==> config.mk <==
export PLATFORM = sky130hd
export DESIGN_NAME = imuldiv_muldiv_issue_unit
export DESIGN_NICKNAME = d
export VERILOG_FILES = /design/src/rtl/imuldiv_muldiv_issue_unit.sv
export SDC_FILE = /design/constraint.sdc
export NUM_CORES = 1
export LEC_CHECK = 0
export CORE_MARGIN = 8
export CORE_UTILIZATION = 36
export CTS_CLUSTER_DIAMETER = 80
export DETAILED_ROUTE_END_ITERATION = 10
export PLACE_DENSITY = 0.81
export SLEW_MARGIN = 20
export SYNTH_ARGS = -nofsm -noshare
export SYNTH_HDL_FRONTEND = slang
export SYNTH_SLANG_ARGS = --single-unit
==> constraint.sdc <==
create_clock -name clk -period 2.4 [get_ports clk]
set_clock_uncertainty 0.1 [all_clocks]
set_input_delay 0.72 -clock clk [delete_from_list [all_inputs] [get_ports clk]]
set_output_delay 0.72 -clock clk [all_outputs]
set_load 0.05 [all_outputs]
==> src/rtl/imuldiv_muldiv_issue_unit.sv <==
// imuldiv_muldiv_issue_unit: request stage + in-order tag FIFO front end for the iterative mul/div unit; define IMULDIV_ISSUE_STATS_EN for stat_issued/stat_done/stat_err outputs
module imuldiv_muldiv_issue_unit #(
  parameter int DEPTH = 2,
  parameter int TAG_W = 5
) (
  input  logic             clk,
  input  logic             reset,
  input  logic             cmd_val,
  output logic             cmd_rdy,
  input  logic [2:0]       cmd_fn,
  input  logic [31:0]      cmd_a,
  input  logic [31:0]      cmd_b,
  input  logic [TAG_W-1:0] cmd_tag,
  input  logic             cmd_sel_hi,
  output logic [2:0]       muldivreq_msg_fn,
  output logic [31:0]      muldivreq_msg_a,
  output logic [31:0]      muldivreq_msg_b,
  output logic             muldivreq_val,
  input  logic             muldivreq_rdy,
  input  logic [63:0]      muldivresp_msg_result,
  input  logic             muldivresp_val,
  output logic             muldivresp_rdy,
  output logic             wb_val,
  input  logic             wb_rdy,
  output logic [TAG_W-1:0] wb_tag,
  output logic [31:0]      wb_data
`ifdef IMULDIV_ISSUE_STATS_EN
  ,
  output logic [31:0]      stat_issued,
  output logic [31:0]      stat_done,
  output logic             stat_err
`endif
);
  localparam int PW = DEPTH > 1 ? $clog2(DEPTH) : 1;
  localparam int CW = $clog2(DEPTH + 1);
  localparam logic [PW-1:0] LAST = PW'(DEPTH - 1);
  localparam logic [CW-1:0] FULL = CW'(DEPTH);
  logic             req_val;
  logic [2:0]       req_fn;
  logic [31:0]      req_a;
  logic [31:0]      req_b;
  logic [TAG_W-1:0] tag_q [DEPTH];
  logic             hi_q  [DEPTH];
  logic [PW-1:0]    wr_ptr;
  logic [PW-1:0]    rd_ptr;
  logic [CW-1:0]    count;
  logic             nonempty;
  logic             cmd_fire;
  logic             req_fire;
  logic             resp_fire;
  // handshakes and the zero-latency response-to-writeback path
  always_comb begin
    nonempty         = count != '0;
    cmd_rdy          = (!req_val || muldivreq_rdy) && (count < FULL);
    cmd_fire         = cmd_val && cmd_rdy;
    req_fire         = req_val && muldivreq_rdy;
    muldivreq_val    = req_val;
    muldivreq_msg_fn = req_fn;
    muldivreq_msg_a  = req_a;
    muldivreq_msg_b  = req_b;
    wb_val           = muldivresp_val && nonempty;
    muldivresp_rdy   = wb_rdy && nonempty;
    resp_fire        = muldivresp_val && muldivresp_rdy;
    wb_tag           = tag_q[rd_ptr];
    wb_data          = hi_q[rd_ptr] ? muldivresp_msg_result[63:32] : muldivresp_msg_result[31:0];
  end
  // request stage: holds msg until the unit takes it, refilled by a same-cycle command
  always_ff @(posedge clk) begin
    if (reset) begin
      req_val <= 1'b0;
      req_fn  <= '0;
      req_a   <= '0;
      req_b   <= '0;
    end else if (cmd_fire) begin
      req_val <= 1'b1;
      req_fn  <= cmd_fn;
      req_a   <= cmd_a;
      req_b   <= cmd_b;
    end else if (req_fire) begin
      req_val <= 1'b0;
    end
  end
  // tag FIFO pointers and occupancy; push on command, pop on consumed response
  always_ff @(posedge clk) begin
    if (reset) begin
      wr_ptr <= '0;
      rd_ptr <= '0;
      count  <= '0;
    end else begin
      if (cmd_fire) wr_ptr <= wr_ptr == LAST ? '0 : wr_ptr + 1'b1;
      if (resp_fire) rd_ptr <= rd_ptr == LAST ? '0 : rd_ptr + 1'b1;
      count <= count + CW'(cmd_fire) - CW'(resp_fire);
    end
  end
  // tag FIFO storage; contents are don't-care while their slot is empty
  always_ff @(posedge clk) begin
    if (cmd_fire) begin
      tag_q[wr_ptr] <= cmd_tag;
      hi_q[wr_ptr]  <= cmd_sel_hi;
    end
  end
`ifdef IMULDIV_ISSUE_STATS_EN
  // issue/completion counters and sticky flag for responses with nothing outstanding
  always_ff @(posedge clk) begin
    if (reset) begin
      stat_issued <= '0;
      stat_done   <= '0;
      stat_err    <= 1'b0;
    end else begin
      if (req_fire) stat_issued <= stat_issued + 32'd1;
      if (resp_fire) stat_done <= stat_done + 32'd1;
      if (muldivresp_val && !nonempty) stat_err <= 1'b1;
    end
  end
`endif
endmodule
==> impl_metrics.toml <==
[run_status]
outcome = "complete, but fails checks"
violations = "negative setup slack"

[timing]
final-hold-violation-count = 0
max_freq_mhz = 384
hold_ws_ps = 376
min_tclk_post_route_ps = 2600
rsz0062_at_grt = "true"
tightestPinTransition_ps = 546
slew_headroom = 0.636
timing_max_transition_violations_final = 0
post-route-worst-setup-slack_ps = -201
report.final.setup_viol = 32
post-route-period-util = 1.08

[power]
pwr_density_cell_nw_per_um2 = 810
maximum_resistive_drop_on_vdd_uv = 393
total_leakage_power_nw = 2.70

[synth]
synth_nets = 537
synth.avg_cell_area_um2 = 9.43
postSynthCellCount = 392
synth_seq_cells = 85
synth_sequential_area_ratio = 0.493
yosys_warnings = 0
synthDistinctLibCells = 29
synth.cell_area_um2 = 3700

[worst_setup_path]
critPathLaunchType = "flip-flop"
cp_cell_sequence = "mux2i_4 > buf_12 > clkbuf_16 > mux2_4 > buf_12"
cpPeakStageDelay_ps = 370
crit_type = "flip-flop to output pin"
timing.critical_path.mode_cell = "buf_12"
crit_family = "multiplexers"
cell_count_of_the_worst_reg_to_reg_path = 7
critical_path.max_fanout = 8
required_ps = 1580
worstPathBufferInverterCount = 3
path_depth = 5
crit-reg2reg-capture = "count[1]"
cp-end-kind = "output pin"
critical_path.slowest_cell = "dfxtp_2"
regToRegStartpoint = "count[1]"
critical_path_arrival_ps = 1780
regToRegSetupSlack_ps = 570

[cts]
worst_setup_hold_path_clk_slew_ps = 80
cts.root.buffer_cell = "clkbuf_8"
cts_tree = "done"
h-tree-depth = 3
insertion_delay_ps = 360
cts_max_path_buffers = 2
cts_num_sinks = 85
number_of_clock_buffers_inserted_by_tritoncts = 9

[grt]
grt_pass1_vias = 4183
grt_pass1_wl_mm = 23.4
globalRouteOverflowTotal = 0
grt_antenna_before_repair = 0
grt.total_usage = 0.211
grt_start_max_net_pins = 70

[floorplan]
design.die.area_um2 = 13800
floorplan.initialDensity = 0.365
die_width_um = 117
die-height_um = 117
std_cell_rows = 37
top_level_ports = 251
placeableCoreArea_um2 = 10100

[min_path]
hold_path.startpoint = "muldivreq_msg_a[5]"
timing.hold.worst.class = "flip-flop to flip-flop"
hold-path-endpoint = "muldivreq_msg_a[5]"
hold-path-cell-count = 2

[route]
detail_route.wl_per_cell_um = 20.1
drc_errors = 0
routed_wire_length_mm = 15.6
vias_per_cell = 5.21
initialDrtViolationCount = 259
drtPass1Iterations = 5
route.vias.total = 4034
postRouteAntennaNets = 0

[run]
maxCapViolCount = 0

[cells_and_area]
num-nets-final = 779
post_layout_util = 0.680
fillerInstances = 753
area.growth.synth_to_final_pct = 86.4
diode_count = 0
drive_above_1_share = 0.203
total_non_filler_cell_area_in_the_finished_layout_um2 = 6890

[placed_design]
dpl_cell_area_um2 = 6230
gpl.final_weighted_congestion = 0.824
place.detailed.hpwl_mm = 11.2
io_buffer_count = 250
[registers in the layout (all words and copies together), names as in the netlist, named ones only]
signal            flops
count                 2
hi_q                  2
muldivreq_msg_a      32
muldivreq_msg_b      32
muldivreq_msg_fn      3
muldivreq_val         1
rd_ptr                1
tag_q                10
wr_ptr                1
[synth_stat cells]
master    number  share of area
dfxtp_1       73           0.40
a21oi_1       68          0.092
o21ai_0       68          0.092
nand3_1       67          0.091
mux2_2        35           0.11
buf_2         19          0.026
clkbuf_1      15          0.015
edfxtp_1      12          0.097
buf_6          7          0.021
nor2_1         4         0.0041
ha_1           2         0.0068
inv_1          2         0.0020
mux2_4         2         0.0081
nor2b_1        2         0.0034
o21a_1         2         0.0041
a21oi_2        1         0.0024
and2_1         1         0.0017
and3_1         1         0.0017
clkbuf_2       1         0.0014
mux2i_4        1         0.0061
nand2_1        1         0.0010
nand2b_1       1         0.0017
nand2b_4       1         0.0037
nor2b_4        1         0.0037
nor3_1         1         0.0014
o211a_1        1         0.0027
or3_4          1         0.0030
xnor2_1        1         0.0024
xor2_1         1         0.0024
[worst reg2reg max path: stages (launching register included)]
cell	delay, ps
dfxtp_1	430
o211a_1	290
ha_1	280
inv_1	40
ha_1	180
xor2_1	150
and2_1	150
nor3_1	140
[worst max-delay path by stage]
stage	from	end	slack, ps
after CTS	flip-flop	wb_data[14]	-250
after global routing	flip-flop	wb_data[25]	-260
after detailed placement	cmd_val	muldivreq_msg_a[7]	-200
final	flip-flop	wb_data[25]	-200
after global placement	cmd_val	muldivreq_msg_a[15]	-110
after floorplan	muldivreq_rdy	cmd_rdy	5
[power breakdown]
| part | switching, W | leakage, nW | internal, W |
|---|---|---|---|
| Combinational | 0.00161 | 1.88 | 0.00119 |
| Clock | 0.000511 | 0.107 | 0.000544 |
| Sequential | 0.000103 | 0.712 | 0.00162 |
| Total | 0.00222 | 2.70 | 0.00336 |
[per-stage QoR]
stage          cells  setup WS (ps)  total power [W]  setup TNS, ps
2_1_floorplan    392           5.04          0.00333              0
3_5_place_dp     753           -198          0.00423          -6820
6_report         775           -201          0.00558          -5670
5_1_grt          775           -264          0.00580          -7650
4_1_cts          774           -251          0.00552          -7140
3_3_place_gp     753           -111          0.00419          -4580
[layout make-up]
class | instances | area [µm²] | area share
Multi-Input combinational cell | 263 | 1760 | 0.255
Timing Repair Buffer | 273 | 2920 | 0.424
Sequential cell | 85 | 1820 | 0.265
Inverter | 2 | 7.51 | 0.00109
Tap cell | 136 | 170 | 0.0247
Clock inverter | 4 | 56.3 | 0.00817
Clock buffer | 12 | 155 | 0.0225
[what timing repair did]
action	4_1_cts	5_1_grt
pin swaps	0	0
setup endpoints to repair	33	33
resized for setup	61	38
cloned	2	1
hold buffers	0	0
setup buffers	3	1
[cell usage in the layout, fill, tap and decap left out, types with 5 or more instances in the layout]
| cell | netlist | routed |
|---|---|---|
| mux2_4 | 2 | 32 |
| mux2_2 | 35 | 5 |
| o21ai_0 | 68 | 68 |
| dfxtp_1 | 73 | 72 |
| buf_8 | 0 | 29 |
| nand3_1 | 67 | 67 |
| a21oi_1 | 68 | 68 |
| clkdlybuf4s50_1 | 0 | 202 |
| buf_12 | 0 | 8 |
| clkbuf_8 | 0 | 11 |
| edfxtp_1 | 12 | 12 |
| buf_4 | 0 | 27 |
[cell families after synthesis]
| group | count (synthesis) | synth area share |
|---|---|---|
| adders and majority gates | 2 | 0.00677 |
| xor gates and xnor gates | 2 | 0.00474 |
| DFF | 85 | 0.493 |
| AOI/OAI and AO/OA | 140 | 0.193 |
| muxes | 38 | 0.121 |
| buffers and inverters | 44 | 0.0657 |
| and+or+nand+nor | 81 | 0.116 |
[layer usage]
metal | vias up | global-route usage | part of all wire
li1 | 1891 | - | -
met1 | 1910 | 0.225 | 0.39
met2 | 210 | 0.379 | 0.50
met3 | 23 | 0.0647 | 0.082
met4 | 0 | 0.0860 | 0.026
met5 | - | 0 | 0
No activity file was read; power rests on OpenSTA's default activity.
